$ cat src/rtl/core_ctrl_pkg.sv
// Shared definitions for the fetch/decode/execute controller: opcodes, ALU unit codes,
// FSM states and the decoded-instruction record.
package core_ctrl_pkg;

    localparam logic [3:0] OP_ADD   = 4'h0;
    localparam logic [3:0] OP_SUB   = 4'h1;
    localparam logic [3:0] OP_MULLU = 4'h2;
    localparam logic [3:0] OP_MULHU = 4'h3;
    localparam logic [3:0] OP_MULHS = 4'h4;
    localparam logic [3:0] OP_SHL   = 4'h5;
    localparam logic [3:0] OP_SHR   = 4'h6;
    localparam logic [3:0] OP_LD    = 4'h7;
    localparam logic [3:0] OP_OR    = 4'h8;
    localparam logic [3:0] OP_XOR   = 4'h9;
    localparam logic [3:0] OP_AND   = 4'hA;
    localparam logic [3:0] OP_ST    = 4'hB;
    localparam logic [3:0] OP_LDI   = 4'hC;
    localparam logic [3:0] OP_BNEZ  = 4'hD;
    localparam logic [3:0] OP_NOP   = 4'hE;
    localparam logic [3:0] OP_HALT  = 4'hF;

    localparam logic [2:0] U_ADD  = 3'b000;
    localparam logic [2:0] U_MUL  = 3'b001;
    localparam logic [2:0] U_SHF  = 3'b010;
    localparam logic [2:0] U_LD   = 3'b011;
    localparam logic [2:0] U_OR   = 3'b100;
    localparam logic [2:0] U_XOR  = 3'b101;
    localparam logic [2:0] U_AND  = 3'b110;
    localparam logic [2:0] U_PASS = 3'b111;

    typedef enum logic [1:0] {
        ST_FETCH  = 2'd0,
        ST_WAIT   = 2'd1,
        ST_EXEC   = 2'd2,
        ST_HALTED = 2'd3
    } state_e;

    typedef struct packed {
        logic [2:0] unit_sel;
        logic       op_sel;
        logic       seg_sel;
        logic       wb_acc;
        logic       wb_reg;
        logic       is_imm;
        logic       is_br;
        logic       is_halt;
    } dec_t;

endpackage

$ cat src/rtl/core_ctrl_decode.sv
// Combinational opcode decoder: maps IR[7:4] onto ALU selects and writeback/control flags.
module instr_decode
    import core_ctrl_pkg::*;
(
    input  logic [3:0] opcode,
    output dec_t       dec
);

    always_comb begin
        dec          = '0;
        dec.unit_sel = U_PASS;
        case (opcode)
            OP_ADD:   begin dec.unit_sel = U_ADD; dec.wb_acc = 1'b1; end
            OP_SUB:   begin dec.unit_sel = U_ADD; dec.op_sel = 1'b1; dec.wb_acc = 1'b1; end
            OP_MULLU: begin dec.unit_sel = U_MUL; dec.wb_acc = 1'b1; end
            OP_MULHU: begin dec.unit_sel = U_MUL; dec.seg_sel = 1'b1; dec.wb_acc = 1'b1; end
            OP_MULHS: begin
                dec.unit_sel = U_MUL;
                dec.op_sel   = 1'b1;
                dec.seg_sel  = 1'b1;
                dec.wb_acc   = 1'b1;
            end
            OP_SHL:   begin dec.unit_sel = U_SHF; dec.wb_acc = 1'b1; end
            OP_SHR:   begin dec.unit_sel = U_SHF; dec.op_sel = 1'b1; dec.wb_acc = 1'b1; end
            OP_LD:    begin dec.unit_sel = U_LD;  dec.wb_acc = 1'b1; end
            OP_OR:    begin dec.unit_sel = U_OR;  dec.wb_acc = 1'b1; end
            OP_XOR:   begin dec.unit_sel = U_XOR; dec.wb_acc = 1'b1; end
            OP_AND:   begin dec.unit_sel = U_AND; dec.wb_acc = 1'b1; end
            OP_ST:    dec.wb_reg = 1'b1;
            // LDI reuses the load path; the immediate is substituted on the src bus
            OP_LDI:   begin dec.unit_sel = U_LD; dec.is_imm = 1'b1; dec.wb_acc = 1'b1; end
            OP_BNEZ:  dec.is_br = 1'b1;
            OP_NOP:   ;
            OP_HALT:  dec.is_halt = 1'b1;
        endcase
    end

endmodule

$ cat src/rtl/core_ctrl.sv
// Fetch/decode/execute controller in front of the ALU: owns PC, IR, ACC, the 16x8 register
// file, BNEZ branching and HALT.
module core_ctrl
    import core_ctrl_pkg::*;
#(
    parameter int PC_W = 8
) (
    input  logic            clk_in,
    input  logic            rst_in,
    output logic            imem_req_out,
    output logic [PC_W-1:0] imem_addr_out,
    input  logic            imem_valid_in,
    input  logic [7:0]      imem_data_in,
    output logic [2:0]      alu_unit_sel_out,
    output logic            alu_op_sel_out,
    output logic            alu_mul_seg_sel_out,
    output logic [7:0]      alu_acc_out,
    output logic [7:0]      alu_src_out,
    input  logic [7:0]      alu_res_in,
    output logic [7:0]      acc_out,
    output logic            halt_out
);

    state_e             state;
    logic [PC_W-1:0]    pc;
    logic [7:0]         ir;
    logic [7:0]         acc;
    logic [15:0][7:0]   regs;
    dec_t               dec;
    logic               in_exec;
    logic [PC_W-1:0]    br_off;
    logic [7:0]         reg_rd;

    instr_decode u_dec (
        .opcode (ir[7:4]),
        .dec    (dec)
    );

    assign in_exec = (state == ST_EXEC);
    assign br_off  = {{(PC_W-4){ir[3]}}, ir[3:0]};
    assign reg_rd  = regs[ir[3:0]];

    assign imem_addr_out       = pc;
    assign acc_out             = acc;
    assign alu_acc_out         = acc;
    assign alu_unit_sel_out    = in_exec ? dec.unit_sel : U_PASS;
    assign alu_op_sel_out      = in_exec & dec.op_sel;
    assign alu_mul_seg_sel_out = in_exec & dec.seg_sel;
    assign alu_src_out         = (in_exec && dec.is_imm) ? {4'b0, ir[3:0]} : reg_rd;

    // req is registered, so it is high exactly for the WAIT cycles of each fetch
    always_ff @(posedge clk_in) begin
        if (rst_in) begin
            state        <= ST_FETCH;
            pc           <= '0;
            ir           <= '0;
            acc          <= '0;
            regs         <= '0;
            imem_req_out <= 1'b0;
            halt_out     <= 1'b0;
        end else begin
            case (state)
                ST_FETCH: begin
                    imem_req_out <= 1'b1;
                    state        <= ST_WAIT;
                end
                ST_WAIT: begin
                    if (imem_valid_in) begin
                        ir           <= imem_data_in;
                        imem_req_out <= 1'b0;
                        state        <= ST_EXEC;
                    end
                end
                ST_EXEC: begin
                    if (dec.wb_acc) acc <= alu_res_in;
                    if (dec.wb_reg) regs[ir[3:0]] <= acc;
                    // branch offset is relative to the branch's own address
                    if (dec.is_br && (acc != 8'h00)) pc <= pc + br_off;
                    else                             pc <= pc + PC_W'(1);
                    if (dec.is_halt) begin
                        state    <= ST_HALTED;
                        halt_out <= 1'b1;
                    end else begin
                        state <= ST_FETCH;
                    end
                end
                default: ;
            endcase
        end
    end

endmodule

$ cat config.mk
export PLATFORM = sky130hd
export DESIGN_NAME = core_ctrl
export DESIGN_NICKNAME = d
export VERILOG_FILES = /design/src/rtl/core_ctrl_pkg.sv /design/src/rtl/core_ctrl_decode.sv /design/src/rtl/core_ctrl.sv
export SDC_FILE = /design/constraint.sdc
export NUM_CORES = 1
export LEC_CHECK = 0
export CAP_MARGIN = 5
export CORE_MARGIN = 5
export CORE_UTILIZATION = 58
export CTS_BUF_LIST = sky130_fd_sc_hd__clkbuf_16
export CTS_CLUSTER_SIZE = 20
export DETAILED_ROUTE_END_ITERATION = 12
export PLACE_DENSITY = 0.85
export SETUP_SLACK_MARGIN = 0.5
export SYNTH_ARGS = -nofsm -noshare
export SYNTH_HDL_FRONTEND = slang
export SYNTH_HIERARCHICAL = 1
export SYNTH_SLANG_ARGS = --single-unit
$ cat constraint.sdc
create_clock -name clk_in -period 3.48 [get_ports clk_in]
set_input_delay 0.348 -clock clk_in [delete_from_list [all_inputs] [get_ports clk_in]]
set_output_delay 0.348 -clock clk_in [all_outputs]
set_load 0.005 [all_outputs]
* Yosys cells after proc, flatten, opt, wreduce, memory -nomap -nowiden
Cells that the tools add are included.
** Cells by class
- Multiplexer cells :: 21
- Eq/ne operators :: 17
- Order comparisons :: 2
- Bitwise logic cells :: 2
- $add $sub $neg :: 2
- Reduce and logical (&&, ||, !) cells :: 21
** Operators with widths (number)
- bitwise mux 128 bit :: 1
- binary-select mux 8 bit (select 4 bit) :: 1
- demux 8 bit (select 4 bit) :: 1
- 2-to-1 mux 8 bit :: 4
- equality test 4 bit, second input constant :: 7
- one-hot mux 3 bit (7 select lines) :: 1
- equality test 4 x 3 -> 1 bit, second input constant :: 4
- AND reduction 2 bit :: 6
- OR reduction 12 bit :: 1
- adder 8 x 1 -> 8 bit, second input constant :: 1
- adder 8 bit :: 1
- equality test 4 x 2 -> 1 bit, second input constant :: 2
- 2-to-1 mux 1 bit :: 8
- nonzero test 8 bit :: 1
- OR reduction 2 bit :: 4
- one-hot mux 2 bit (3 select lines) :: 1
- OR reduction 3 bit :: 2
- < comparator 4 x 5 -> 1 bit, second input constant :: 1
- equality test 4 x 1 -> 1 bit, second input constant :: 1
- >= comparator 4 x 1 -> 1 bit, second input constant :: 1
- zero test 4 bit :: 1
- 2-to-1 mux 2 bit :: 2
- logical AND 1 bit :: 3
- 2-to-1 mux 3 bit :: 1
- 8 further kinds :: 9
** Word-level totals
- Register bits :: 156
- Input port bits :: 19
- Word-level logic and storage cells :: 87
- Output and inout port bits :: 39

* Logic depth before layout (Yosys ltp)
- Depth after elaboration :: 5
- Mapped depth :: 13
- Gate-level depth less buffers :: 12

* Modules after synthesis
Netlist, hierarchy kept.
** By module, submodules not included
- core_ctrl :: area each 7233.2 sq um, cells each 797, seq. area each 3123.0 sq um, instances 1
- instr_decode :: area each 176.4 sq um, cells each 27, seq. area each 0.0 sq um, instances 1

* Least setup slack after synthesis
OpenSTA, ideal clock, no wires.
- Path kind :: register to register
- Start point :: register acc[0], in the netlist acc_out[0]
- End point :: register pc[4], in the netlist imem_addr_out[4]
- Setup time :: 0.121 ns
- Path slack :: 0.508 ns
- Data arrival time :: 2.851 ns
- Period minus slack after synthesis :: 2.972 ns
- Cell stages (with the launch flop) :: 10
- Cells stage by stage :: dfxtp_1 -> clkbuf_1 -> nor4_1 -> a21oi_1 -> and2_1 -> ha_1 -> nor2b_1 -> or4b_2 -> mux2i_1 -> mux2_2
** On the way
- Cells in the longest elaborated chain, start to end :: 3
** Ends and longest elaborated chain
- from (decl) :: RTL line core_ctrl.sv:27 : logic [7:0] acc;
- from (signal assigned) :: RTL line core_ctrl.sv:75 : if (dec.wb_acc) acc <= alu_res_in;
- nonzero test 8 bit :: RTL line core_ctrl.sv:78 : if (dec.is_br && (acc != 8'h00)) pc <= pc + br_off;
- logical AND 1 bit :: RTL line core_ctrl.sv:78
- 2-to-1 mux 8 bit :: RTL line core_ctrl.sv:78
- to (signal assigned) :: RTL line core_ctrl.sv:78
- to (signal assigned) :: RTL line core_ctrl.sv:79 : else pc <= pc + PC_W'(1);
- to (decl) :: RTL line core_ctrl.sv:25 : logic [PC_W-1:0] pc;
Every way passes these cells.
A chain may end at the register's enable or synchronous reset.

* Worst setup path after layout
- Start point :: register ir[1]
- End point :: output port alu_src_out[1]
** On the way
- Cells in the longest elaborated chain, start to end :: 3
** Ends and longest elaborated chain
- from (decl) :: RTL line core_ctrl.sv:26 : logic [7:0] ir;
- from (signal assigned) :: RTL line core_ctrl.sv:69 : ir <= imem_data_in;
- binary-select mux 8 bit (select 4 bit) :: RTL line core_ctrl.sv:41 : assign reg_rd = regs[ir[3:0]];
- 2-to-1 mux 8 bit (implied by the code) :: RTL line core_ctrl.sv:41
- 2-to-1 mux 8 bit (*) :: RTL line core_ctrl.sv:49 : assign alu_src_out = (in_exec && dec.is_imm) ? {4'b0, ir[3:0]} : reg_rd;
- to (decl) :: RTL line core_ctrl.sv:18 : output logic [7:0] alu_src_out,
Every way passes the cells marked *; elsewhere a longest branch is shown, timed or not. The select of a mux whose other input is x is not followed.

==> key figures <==
Outcome
  – Outcome: completed

Cells and area
  – Area added between synthesis and finish: 18.27%
  – Fraction of final layout cells sized beyond drive strength 1: 14.25%
  – Most common cell after layout, fill and taps aside: sky130_fd_sc_hd__dfxtp_1
  – Final core occ: 69.73%
  – Commonest cells after routing, fill and taps aside: sky130_fd_sc_hd__dfxtp_1 (153), sky130_fd_sc_hd__nand2_1 (109), sky130_fd_sc_hd__a21oi_1 (105)
  – Final nets: slightly below 900
  – # diodes: 0

Detailed routing
  – Via count: 6455
  – First-pass iteration count of the detailed router: 5
  – Wire length per cell after detailed routing: 19.35 µm
  – DRC viols: 0
  – Antenna violation net count after detailed routing: 0
  – DRT iter0 DRCs: roughly 800
  – Detailed-route wire length: ~20000 µm
  – Post-DR vias/cell: 6.195

Run
  – Number of maximum-capacitance violations: 0

Placement
  – Post-placement worst setup slack: between 0.5 and 0.6 ns
  – Final RePlAce weighted congestion: 0.8383
  – Post-detail-place hpwl: 12220 µm
  – Port Buffers: 57

Critical path
  – WS Path Type: register to output port
  – Crit Path Max Fanout: 4
  – CP Capture Type: output port
  – Reg2reg setup slack: 0.55 ns
  – Worst Reg-to-Reg Cells: 8
  – Critical Path Source Type: register
  – Endpoint required time on the critical path: 3.13 ns
  – Worst Path Arrival: 2.58 ns

Global routing
  – Overflow after GRT: 0
  – Via count of the first global-routing pass: 6130
  – Met1 track demand over resource in global routing: 34.21%
  – Antenna violations before repair: 0
  – First-pass GRT wire length: 31570 µm
  – Met2 track utilization from global routing: between 40% and 50%
  – Global routing usage summed across all routing layers: 26.79%
  – Busiest metal layer after global routing: met2
  – Maximum number of pins on one net before global-route repair: 72
  – Global-route met3 utilization: 5.489%

CTS
  – Maximum buffer depth of the clock tree: 2
  – Cts hold-fix bufs: 0
  – Clock buffer count from CTS: 17
  – Clock sinks: 156
  – Root buffer cell: sky130_fd_sc_hd__clkbuf_16
  – H-Tree Depth: 4
  – Later-pin clock latency in the skew report: 0.43 ns
  – TritonCTS clock tree: built
  – Clock-pin transition on the worst setup and hold timing paths: 0.06 ns

Synth
  – Sequential area share after synthesis: between 40% and 50%
  – EDFF count, synth: 0
  – Main synth FF type: sky130_fd_sc_hd__dfxtp_1
  – Number of library cell types mapped by synthesis: 60
  – Number of warnings reported in the yosys synthesis log: 6
  – Per-instance average area after synthesis: 8.992 µm²
  – Post-synthesis instance total: 824
  – Summed instance area of the synthesized netlist: between 7000 and 8000 µm²
  – Proportion of register bits with asynchronous set or reset after synthesis: 0%
  – Register bit total from synthesis: about 160
  – Number of nets produced by synthesis: ~850

Timing
  – Hold Vio Cnt, Final: 0
  – Final Hold Slack: 0.4608 ns
  – Worst slew margin relative to its limit: 30.52%
  – Slew at the pin closest to its max-slew limit: between 1 and 1.5 ns
  – Count of endpoints failing setup in the final report: 0
  – Maximum operating frequency: 0.3414 GHz
  – RSZ-0062 raised after global routing: true
  – Final period util: 84.18%
  – Final critical path time including I/O delays and setup: 2.929 ns
  – Post-route setup slack: 0.5507 ns
  – Slew Viols, Final: 0
  – Clock Skew: 0.007864 ns
  – Fin Setup TNS: 0 ns

Power and ir drop
  – Pwr/cell area: approximately 470 nW/µm²
  – Leakage power total: 3.240 nW
  – Maximum vdd drop: 0.3485 mV

Floorplan
  – Number of top-level pins: 58
  – X dimension of the die: about 120 µm
  – Die Ht: around 120 µm
  – Cell Rows: 41
  – Core Box Area: ~13000 µm²
  – Overall die area: 15140 µm²
  – Effective utilization at floorplan: about 59%

Min path
  – Number of cells traversed by the worst hold path: 2
  – Kind of path behind the tightest hold check: register to register
-- report_power, final --
group | leakage, nW | switching, W | internal (W)
Combinational | 1.69 | 0.000247 | 0.000191
Sequential | 1.26 | 0.0000287 | 0.00181
Clock | 0.290 | 0.000707 | 0.00110
-- Yosys cell counts, types with 2 or more instances --
master | instances | area, µm²
sky130_fd_sc_hd__mux2_2 | 7 | 78.83
sky130_fd_sc_hd__clkbuf_1 | 51 | 191.4
sky130_fd_sc_hd__inv_1 | 9 | 33.78
sky130_fd_sc_hd__buf_4 | 14 | 105.1
sky130_fd_sc_hd__a2bb2oi_1 | 2 | 17.52
sky130_fd_sc_hd__nand3_1 | 28 | 140.1
sky130_fd_sc_hd__nor2_1 | 73 | 274.0
sky130_fd_sc_hd__nor4_1 | 2 | 12.51
sky130_fd_sc_hd__buf_2 | 14 | 70.07
sky130_fd_sc_hd__and2_1 | 5 | 31.28
sky130_fd_sc_hd__nor3b_1 | 2 | 15.01
sky130_fd_sc_hd__or3_1 | 2 | 12.51
sky130_fd_sc_hd__a211oi_1 | 2 | 15.01
sky130_fd_sc_hd__nor2b_1 | 6 | 37.54
sky130_fd_sc_hd__nand2_1 | 110 | 412.9
sky130_fd_sc_hd__nand2b_1 | 12 | 75.07
sky130_fd_sc_hd__buf_1 | 4 | 15.01
sky130_fd_sc_hd__ha_1 | 7 | 87.58
sky130_fd_sc_hd__mux4_2 | 32 | 720.7
sky130_fd_sc_hd__or3b_1 | 2 | 17.52
sky130_fd_sc_hd__buf_6 | 2 | 22.52
sky130_fd_sc_hd__dfxtp_1 | 156 | 3123
sky130_fd_sc_hd__a21oi_1 | 106 | 530.5
sky130_fd_sc_hd__mux2i_1 | 62 | 620.6
sky130_fd_sc_hd__o21ai_0 | 73 | 365.4
sky130_fd_sc_hd__nor4bb_1 | 2 | 20.02
sky130_fd_sc_hd__o22ai_1 | 6 | 37.54
-- path summary, 6_finish.rpt --
| kind | to | startpoint |
|---|---|---|
| setup / recovery | alu_src_out[1] | ir[1] |
| hold / removal | regs[3] | regs[3] |
| setup reg to reg | imem_addr_out[4] | acc_out[4] |
| hold reg to reg | regs[3] | regs[3] |
-- stage by stage --
| stage | area, µm² | cells | power (W) |
|---|---|---|---|
| final | 8763 | 1042 | 0.004084 |
| after global routing | 8763 | 1042 | 0.004194 |
| after CTS | 8675 | 1034 | 0.004060 |
| after detailed placement | 8036 | 999 | 0.002272 |
| after global placement | 8036 | 999 | 0.002264 |
| after floorplan | 7410 | 824 | 0.002132 |
-- layer usage --
layer	vias to the layer above	part of all wire, %
li1	2957	-
met1	3117	40
met2	325	49
met3	56	8.1
met4	0	3.3
met5	-	0
-- logic make-up after synthesis --
kind of cell	after synthesis	share of synthesized area (%)
DFF	156	42.15
AOI/OAI and AO/OA	201	14.44
adders and majority gates	9	1.587
muxes	103	19.72
xor gates and xnor gates	1	0.1182
and+or+nand+nor	259	16.03
buffers and inverters	95	5.961
-- layout make-up --
class	count	area, µm²
multi-input cells	573	3880
repair buffers	100	932.1
flip-flops and latches	156	3134
fillers	880	3805
inverters	10	37.54
well taps	172	215.2
clock buffers	17	425.4
clock inverters	14	138.9
-- worst max-delay path, cell delays in order, from the launching register on --
cell and delay, ns:
sky130_fd_sc_hd__dfxtp_4 0.38, sky130_fd_sc_hd__mux4_1 0.58, sky130_fd_sc_hd__mux4_2 0.47, sky130_fd_sc_hd__mux2_4 0.28, sky130_fd_sc_hd__clkdlybuf4s50_1 0.44
-- sequential cells by signal, indices dropped and copies added (netlist names) --
| signal | cells |
|---|---|
| acc_out | 8 |
| imem_req_out | 1 |
| regs | 128 |
| halt_out | 1 |
| ir | 8 |
| imem_addr_out | 8 |
| state | 2 |
-- what timing repair did --
| item | 4_1_cts | 5_1_grt |
|---|---|---|
| setup buffers | 4 | 8 |
| endpoints found under the hold margin | 0 | 0 |
| endpoints found under the setup margin | 9 | 4 |
| gates resized for setup | 8 | 2 |
(Power assumes the default switching activity.)
